[config.mk]
export PLATFORM = sky130hd
export DESIGN_NAME = fetch_unit
export DESIGN_NICKNAME = d
export VERILOG_FILES = /design/src/rtl/risc_pkg.sv /design/src/rtl/pc_counter.sv /design/src/rtl/fetch_unit.sv
export SDC_FILE = /design/constraint.sdc
export NUM_CORES = 1
export LEC_CHECK = 0
export ABC_CLOCK_PERIOD_IN_PS = 4700
export BUFFER_PORTS_ARGS = -buffer_cell sky130_fd_sc_hd__buf_4
export CORE_MARGIN = 2
export CORE_UTILIZATION = 50
export CTS_CLUSTER_DIAMETER = 50
export DETAILED_ROUTE_END_ITERATION = 8
export PLACE_DENSITY_LB_ADDON = 0.12
export SLEW_MARGIN = 20
export SYNTH_ARGS = -nofsm -noshare
export SYNTH_HDL_FRONTEND = slang
export SYNTH_SLANG_ARGS = --single-unit
[constraint.sdc]
create_clock -name clk -period 4.7 [get_ports clk]
set_input_delay 0.94 -clock clk [delete_from_list [all_inputs] [get_ports clk]]
set_output_delay 0.94 -clock clk [all_outputs]
set_load 0.05 [all_outputs]
[src/rtl/risc_pkg.sv]
// Shared definitions for the fetch datapath and its controller: opcode
// constants, default datapath widths and the fetch FSM state encoding.
package risc_pkg;

  // Default datapath widths; an instruction is a 3-bit opcode plus an
  // AWIDTH-bit operand, so DWIDTH must equal 3 + AWIDTH.
  localparam int AWIDTH = 5;
  localparam int DWIDTH = 8;

  // Instruction opcodes decoded by the controller.
  typedef enum logic [2:0] {
    HLT = 3'b000,
    SKZ = 3'b001,
    ADD = 3'b010,
    AND = 3'b011,
    XOR = 3'b100,
    LDA = 3'b101,
    STO = 3'b110,
    JMP = 3'b111
  } opcode_e;

  // Fetch stage run/halt state; HALTED is left only through reset.
  typedef enum logic {
    FETCH_RUN    = 1'b0,
    FETCH_HALTED = 1'b1
  } fetch_state_e;

endpackage

[src/rtl/pc_counter.sv]
// Loadable, wrapping program counter. Load has priority over increment and
// both are gated by the enable, which the fetch FSM drives while running.
module pc_counter #(
  parameter int W = 5
) (
  input  logic         clk,
  input  logic         rst,
  input  logic         en,
  input  logic         ld,
  input  logic         inc,
  input  logic [W-1:0] d,
  output logic [W-1:0] q
);

  logic [W-1:0] q_q;
  logic [W-1:0] q_d;

  // Next PC: load beats increment, increment wraps at 2^W, else hold.
  always_comb begin
    // NOTE: assigning the hold value first means every path writes q_d, so no latch is inferred.
    q_d = q_q;
    if (en) begin
      if (ld) begin
        q_d = d;
      end else if (inc) begin
        q_d = q_q + W'(1);
      end
    end
  end

  // PC register with asynchronous clear.
  always_ff @(posedge clk or posedge rst) begin
    // NOTE: non-blocking assignment keeps every register sampling pre-edge values, independent of block order.
    if (rst) begin
      q_q <= '0;
    end else begin
      q_q <= q_d;
    end
  end

  assign q = q_q;

endmodule

[src/rtl/fetch_unit.sv]
// Instruction fetch stage: PC (via pc_counter), instruction register, memory
// address mux, run/halt FSM and a saturating retired-instruction counter.
module fetch_unit #(
  parameter int AWIDTH = risc_pkg::AWIDTH,
  parameter int DWIDTH = risc_pkg::DWIDTH,
  parameter int CWIDTH = 16
) (
  input  logic              clk,
  input  logic              rst,
  input  logic              sel,
  input  logic              ld_ir,
  input  logic              inc_pc,
  input  logic              ld_pc,
  input  logic              halt,
  input  logic [DWIDTH-1:0] data_in,
  output logic [2:0]        opcode,
  output logic [AWIDTH-1:0] operand,
  output logic [AWIDTH-1:0] mem_addr,
  output logic [AWIDTH-1:0] pc,
  output logic              halted,
  output logic [CWIDTH-1:0] instr_count
);

  import risc_pkg::*;

  fetch_state_e      state_q;
  fetch_state_e      state_d;
  logic              run_en;
  logic [DWIDTH-1:0] ir_q;
  logic [DWIDTH-1:0] ir_d;
  logic [CWIDTH-1:0] cnt_q;
  logic [CWIDTH-1:0] cnt_d;

  // FSM state register; reset always returns to RUN.
  always_ff @(posedge clk or posedge rst) begin
    if (rst) begin
      state_q <= FETCH_RUN;
    end else begin
      state_q <= state_d;
    end
  end

  // FSM next state: a sampled halt parks the stage until reset.
  always_comb begin
    state_d = state_q;
    case (state_q)
      FETCH_RUN:    if (halt) state_d = FETCH_HALTED;
      FETCH_HALTED: state_d = FETCH_HALTED;
      default:      state_d = FETCH_RUN;
    endcase
  end

  // FSM outputs: enable for all datapath updates and the sticky status.
  always_comb begin
    run_en = 1'b0;
    halted = 1'b0;
    case (state_q)
      FETCH_RUN:    run_en = 1'b1;
      FETCH_HALTED: halted = 1'b1;
      default:      run_en = 1'b0;
    endcase
  end

  // The PC loads from the current IR operand, so a same-edge IR load does
  // not affect the jump target.
  pc_counter #(
    .W (AWIDTH)
  ) u_pc_counter (
    .clk (clk),
    .rst (rst),
    .en  (run_en),
    .ld  (ld_pc),
    .inc (inc_pc),
    .d   (operand),
    .q   (pc)
  );

  // IR and instruction counter next state; counter saturates at all-ones.
  always_comb begin
    ir_d  = ir_q;
    cnt_d = cnt_q;
    if (run_en && ld_ir) begin
      ir_d = data_in;
      if (cnt_q != '1) begin
        cnt_d = cnt_q + CWIDTH'(1);
      end
    end
  end

  // IR and instruction counter registers with asynchronous clear.
  always_ff @(posedge clk or posedge rst) begin
    if (rst) begin
      ir_q  <= '0;
      cnt_q <= '0;
    end else begin
      ir_q  <= ir_d;
      cnt_q <= cnt_d;
    end
  end

  assign opcode      = ir_q[DWIDTH-1 -: 3];
  assign operand     = ir_q[AWIDTH-1:0];
  assign mem_addr    = sel ? pc : operand;
  assign instr_count = cnt_q;

endmodule

# After elaboration in Yosys (flattened, before gate mapping)
# Index checks and enable logic that the tools add are counted.
# Widths: inputs -> output; s select.
[classes]
n_reduce_logical = 4
n_bitwise = 1
addsub = 2
mux = 7
eq_ne = 1
[op_table]
columns = ["cell", "n"]
rows = [
  ["$add 16x1->16 const B", 1],
  ["$ne 16x16->1 const B", 1],
  ["$mux 5", 3],
  ["$add 5x1->5 const B", 1],
  ["$reduce_and 2->1", 2],
  ["$mux 1", 3],
  ["$pmux 1 s2", 1],
  ["$reduce_bool 2->1", 1],
  ["$logic_and 1x1->1", 1],
  ["$not 1->1", 1],
]
[word_totals]
ff_bits = 30
out_inout_bits = 35
input_bits = 15
wordCells = 19

# Logic depth before layout (Yosys ltp)
[depth]
depth_word = 3
depth_mapped = 6
ltp_nobuf = 5

# Cells and area by module
# Synthesis repeated with hierarchy kept, for this count alone.
[unflattened]
cells_unflattened = 152
hier_area_um2 = 1519.0
[by_module_without_submodules]
columns = ["mod", "area_each_um2", "seq_area_each_um2", "cells_each", "n_inst"]
rows = [
  ["fetch_unit", 1189.9, 625.6, 116, 1],
  ["pc_counter", 329.1, 125.1, 36, 1],
]

# Least setup slack after synthesis
# Ideal clock, no wire load.
[synth_path]
path_type = "input-to-output"
start = "in sel"
end = "out mem_addr[0]"
path_buffers = 0
required_ns = 3.760
slack_ns = 2.386
path_stages = 1
arrival_ns = 1.374
cell_sequence = "mux2_2"
[synth_via]
elab_chain_len = 1
[synth_lines]
columns = ["element", "line_no", "rtl"]
rows = [
  ["start, declared", "fetch_unit.sv:10", "input logic sel,"],
  ["$mux 5", "fetch_unit.sv:103", "assign mem_addr = sel ? pc : operand;"],
  ["end, declared", "fetch_unit.sv:18", "output logic [AWIDTH-1:0] mem_addr,"],
]
# Every way passes these cells.

# Worst setup path in the final report
# Ends and elaborated chain as after synthesis.

==> flow_summary.yaml <==
timing:
  slew_violations: 0
  fin_crit_sh_pct: 53.64
  finalSetupViolations: 0
  min_period_ps: 2521
  worstMarginPinSlew_ps: 722.8
  max_freq_mhz: 396.7
  finClkSkew_ps: 7.849
  grt_setup_unrepaired: "no"
  fin_setup_tns_ps: 0
  hold_viol: 0
  max_slew_margin_pct: 51.71
  hold_ws_ps: 488.1
  setup_ws_ps: 2179
min_path:
  hp-start: "ir_q[6]"
  hold_path_depth: 2
  holdCritPathClass: "reg -> reg"
  hold-path-endpoint: "ir_q[6]"
logic_synthesis:
  yosysSeqAreaShare_pct: 50.38
  yosys_warnings: 0
  synth_seq_cells: 30
  synth_area_um2: 1490
  netlist.area_leader.share_pct: 50.38
  postSynthAreaPerCell_um2: 10.07
  synth-edff-count: 0
  async_flop_share_pct: 100.0
  synth_ff_type: "dfrtp_1"
  synthCells: 148
  synth_area_leaders: "dfrtp_1 (50%), nand2_1 (7.6%), xor2_1 (7.1%), mux2_2 (3.8%), nor3_1 (2.7%)"
  syn-num-nets: 165
  yosys.area.top_type: "dfrtp_1"
  synthDistinctLibCells: 36
route:
  via_per_inst: 5.452
  via_count: 1254
  wl_mm: 3.177
  first_iter_violations: 72
  drt_first_pass_iters: 6
  drtAntennaViolNets: 0
  drc: 4
  wl_per_cell_um: 13.81
floorplanning:
  fp.dieArea_um2: 3433
  ios: 50
  core-area_um2: 2805
  chipWidth_um: 58.59
  die_h_um: 58.59
  rows: 19
  initial_core_util_pct: 53.12
grt:
  grt_use_total_pct: 21.23
  grt_max_degree: 31
  grt_pass1_vias: 1173
  antenna_found_initial: 0
  grt.overflow.total: 0
  grt_pass1_wl_mm: 5.492
place:
  place_ws_ps: 2185
  dp_hpwl_mm: 2.327
  place_inst: 223
  place.gp.congestion: 0.8106
  post_dp_cell_area_um2: 1878
  io_buffers: 49
critical_path:
  worst-r2r-cell-count: 4
  r2r_slack_ps: 2610
  worstPathArrival_ps: 1580
  crit_start: "sel"
  critPathMaxFanout: 5
  crit_path_end_kind: "output pin"
  timing.rr.start: "state_q"
  cp-start-kind: "primary input"
  regToRegEndpoint: "instr_count[14]"
  timing.critical_path.required_ps: 3760
  path_class: "in -> out"
pwr:
  irDropWorstVdd_mv: 0.1589
  total_power_uw: 612.2
  powerDensity_nw_per_um2: 318.3
  p_leak_nw: 0.9413
cts:
  path_clk_slew_ps: 90
  cts_root_buffer: "clkbuf_4"
  clockBufferDepth: 2
  numCtsBuffers: 5
  cts-hold-fix-buffers: 0
  cts.sinks: 30
  cts_setup_buffers: 0
  tritoncts: "yes"
  cts_resized: 0
  clock_latency_ps: 330
  h-tree-depth: 2
status:
  violations: "design-rule violations"
  status: "finished with violations"
job:
  cap_violations: 0
cells_and_area:
  final_cell_area_um2: 1923
  n_antenna_cell: 0
  final_layout_size_suffix_gt1_share_pct: 33.67
  utilization_pct: 68.55
  num-nets-final: 216
  final_cells: 230
  syn_to_final_growth_pct: 29.05
cell families (layout without fill, tap and decap cells):
group                      after synthesis  in the layout  synth area share (%)
and+or+nand+nor                         72             72                 27.04
DFF                                     30             30                 50.38
AOI/OAI and AO/OA                       18             18                 6.717
xor gates and xnor gates                13             13                 7.641
buffers and inverters                    7             58                 1.763
muxes                                    6              6                 4.785
adders and majority gates                2              2                 1.679
layer usage:
| metal | share of wire [%] | GRT usage [%] |
|---|---|---|
| met2 | 46 | 31.30 |
| met5 | 0 | 0 |
| met4 | 2.0 | 10.71 |
| met3 | 5.3 | 4.835 |
| met1 | 47 | 29.54 |
power by group:
part	switching [mW]	total (mW)	internal, mW	leakage, nW
Clock	0.0843	0.141	0.0563	0.0254
Sequential	0.0231	0.300	0.277	0.369
Combinational	0.117	0.172	0.0549	0.547
worst max-delay path by stage:
stage / to / slack [ps] / cells past startpoint
global route: mem_addr[0] / 2160 / 3
finish: mem_addr[0] / 2180 / 3
global placement: mem_addr[1] / 2190 / 3
detailed placement: mem_addr[4] / 2180 / 3
floorplan: mem_addr[0] / 2390 / 1
CTS: mem_addr[1] / 2180 / 3
critical path: stages:
cell	delay (ps)
buf_4	120
mux2_2	330
buf_4	190
flip-flops by register name, summed over array words and instances, names as in the netlist:
name and cells:
state_q 1, ir_q 8, instr_count 16, u_pc_counter.q 5
cells in the mapped netlist (3+ instances only):
cell type,instances
nand4_1,4
mux2_2,5
nand2_1,30
dfrtp_1,30
clkbuf_1,4
nor2_1,5
nand3_1,3
nor3_1,8
a21oi_1,7
nor4_1,5
o21ai_0,7
xor2_1,12
layout by cell type (no fill, tap or decap), types with 2 or more instances in the layout:
cell type | synthesis | final
mux2_2 | 5 | 5
nand3_1 | 3 | 3
ha_1 | 2 | 2
dfrtp_1 | 30 | 30
clkbuf_1 | 4 | 2
clkbuf_4 | 0 | 5
a21oi_1 | 7 | 7
nor4_1 | 5 | 5
nor2_1 | 5 | 5
xor2_1 | 12 | 12
nor2b_1 | 2 | 2
nand2_1 | 30 | 30
buf_4 | 0 | 49
nand4_1 | 4 | 4
o21ai_0 | 7 | 7
nand2b_1 | 2 | 2
nor3_1 | 8 | 8
layout make-up:
class / count / area (um2)
fill: 249 / 882.1
sequential: 30 / 750.7
multi-input combinational: 111 / 713.2
timing repair buffer: 49 / 367.9
clock buffer: 7 / 45.04
tap: 31 / 38.79
inverter: 2 / 7.507
Note: power is estimated with default switching activity, not from simulation.
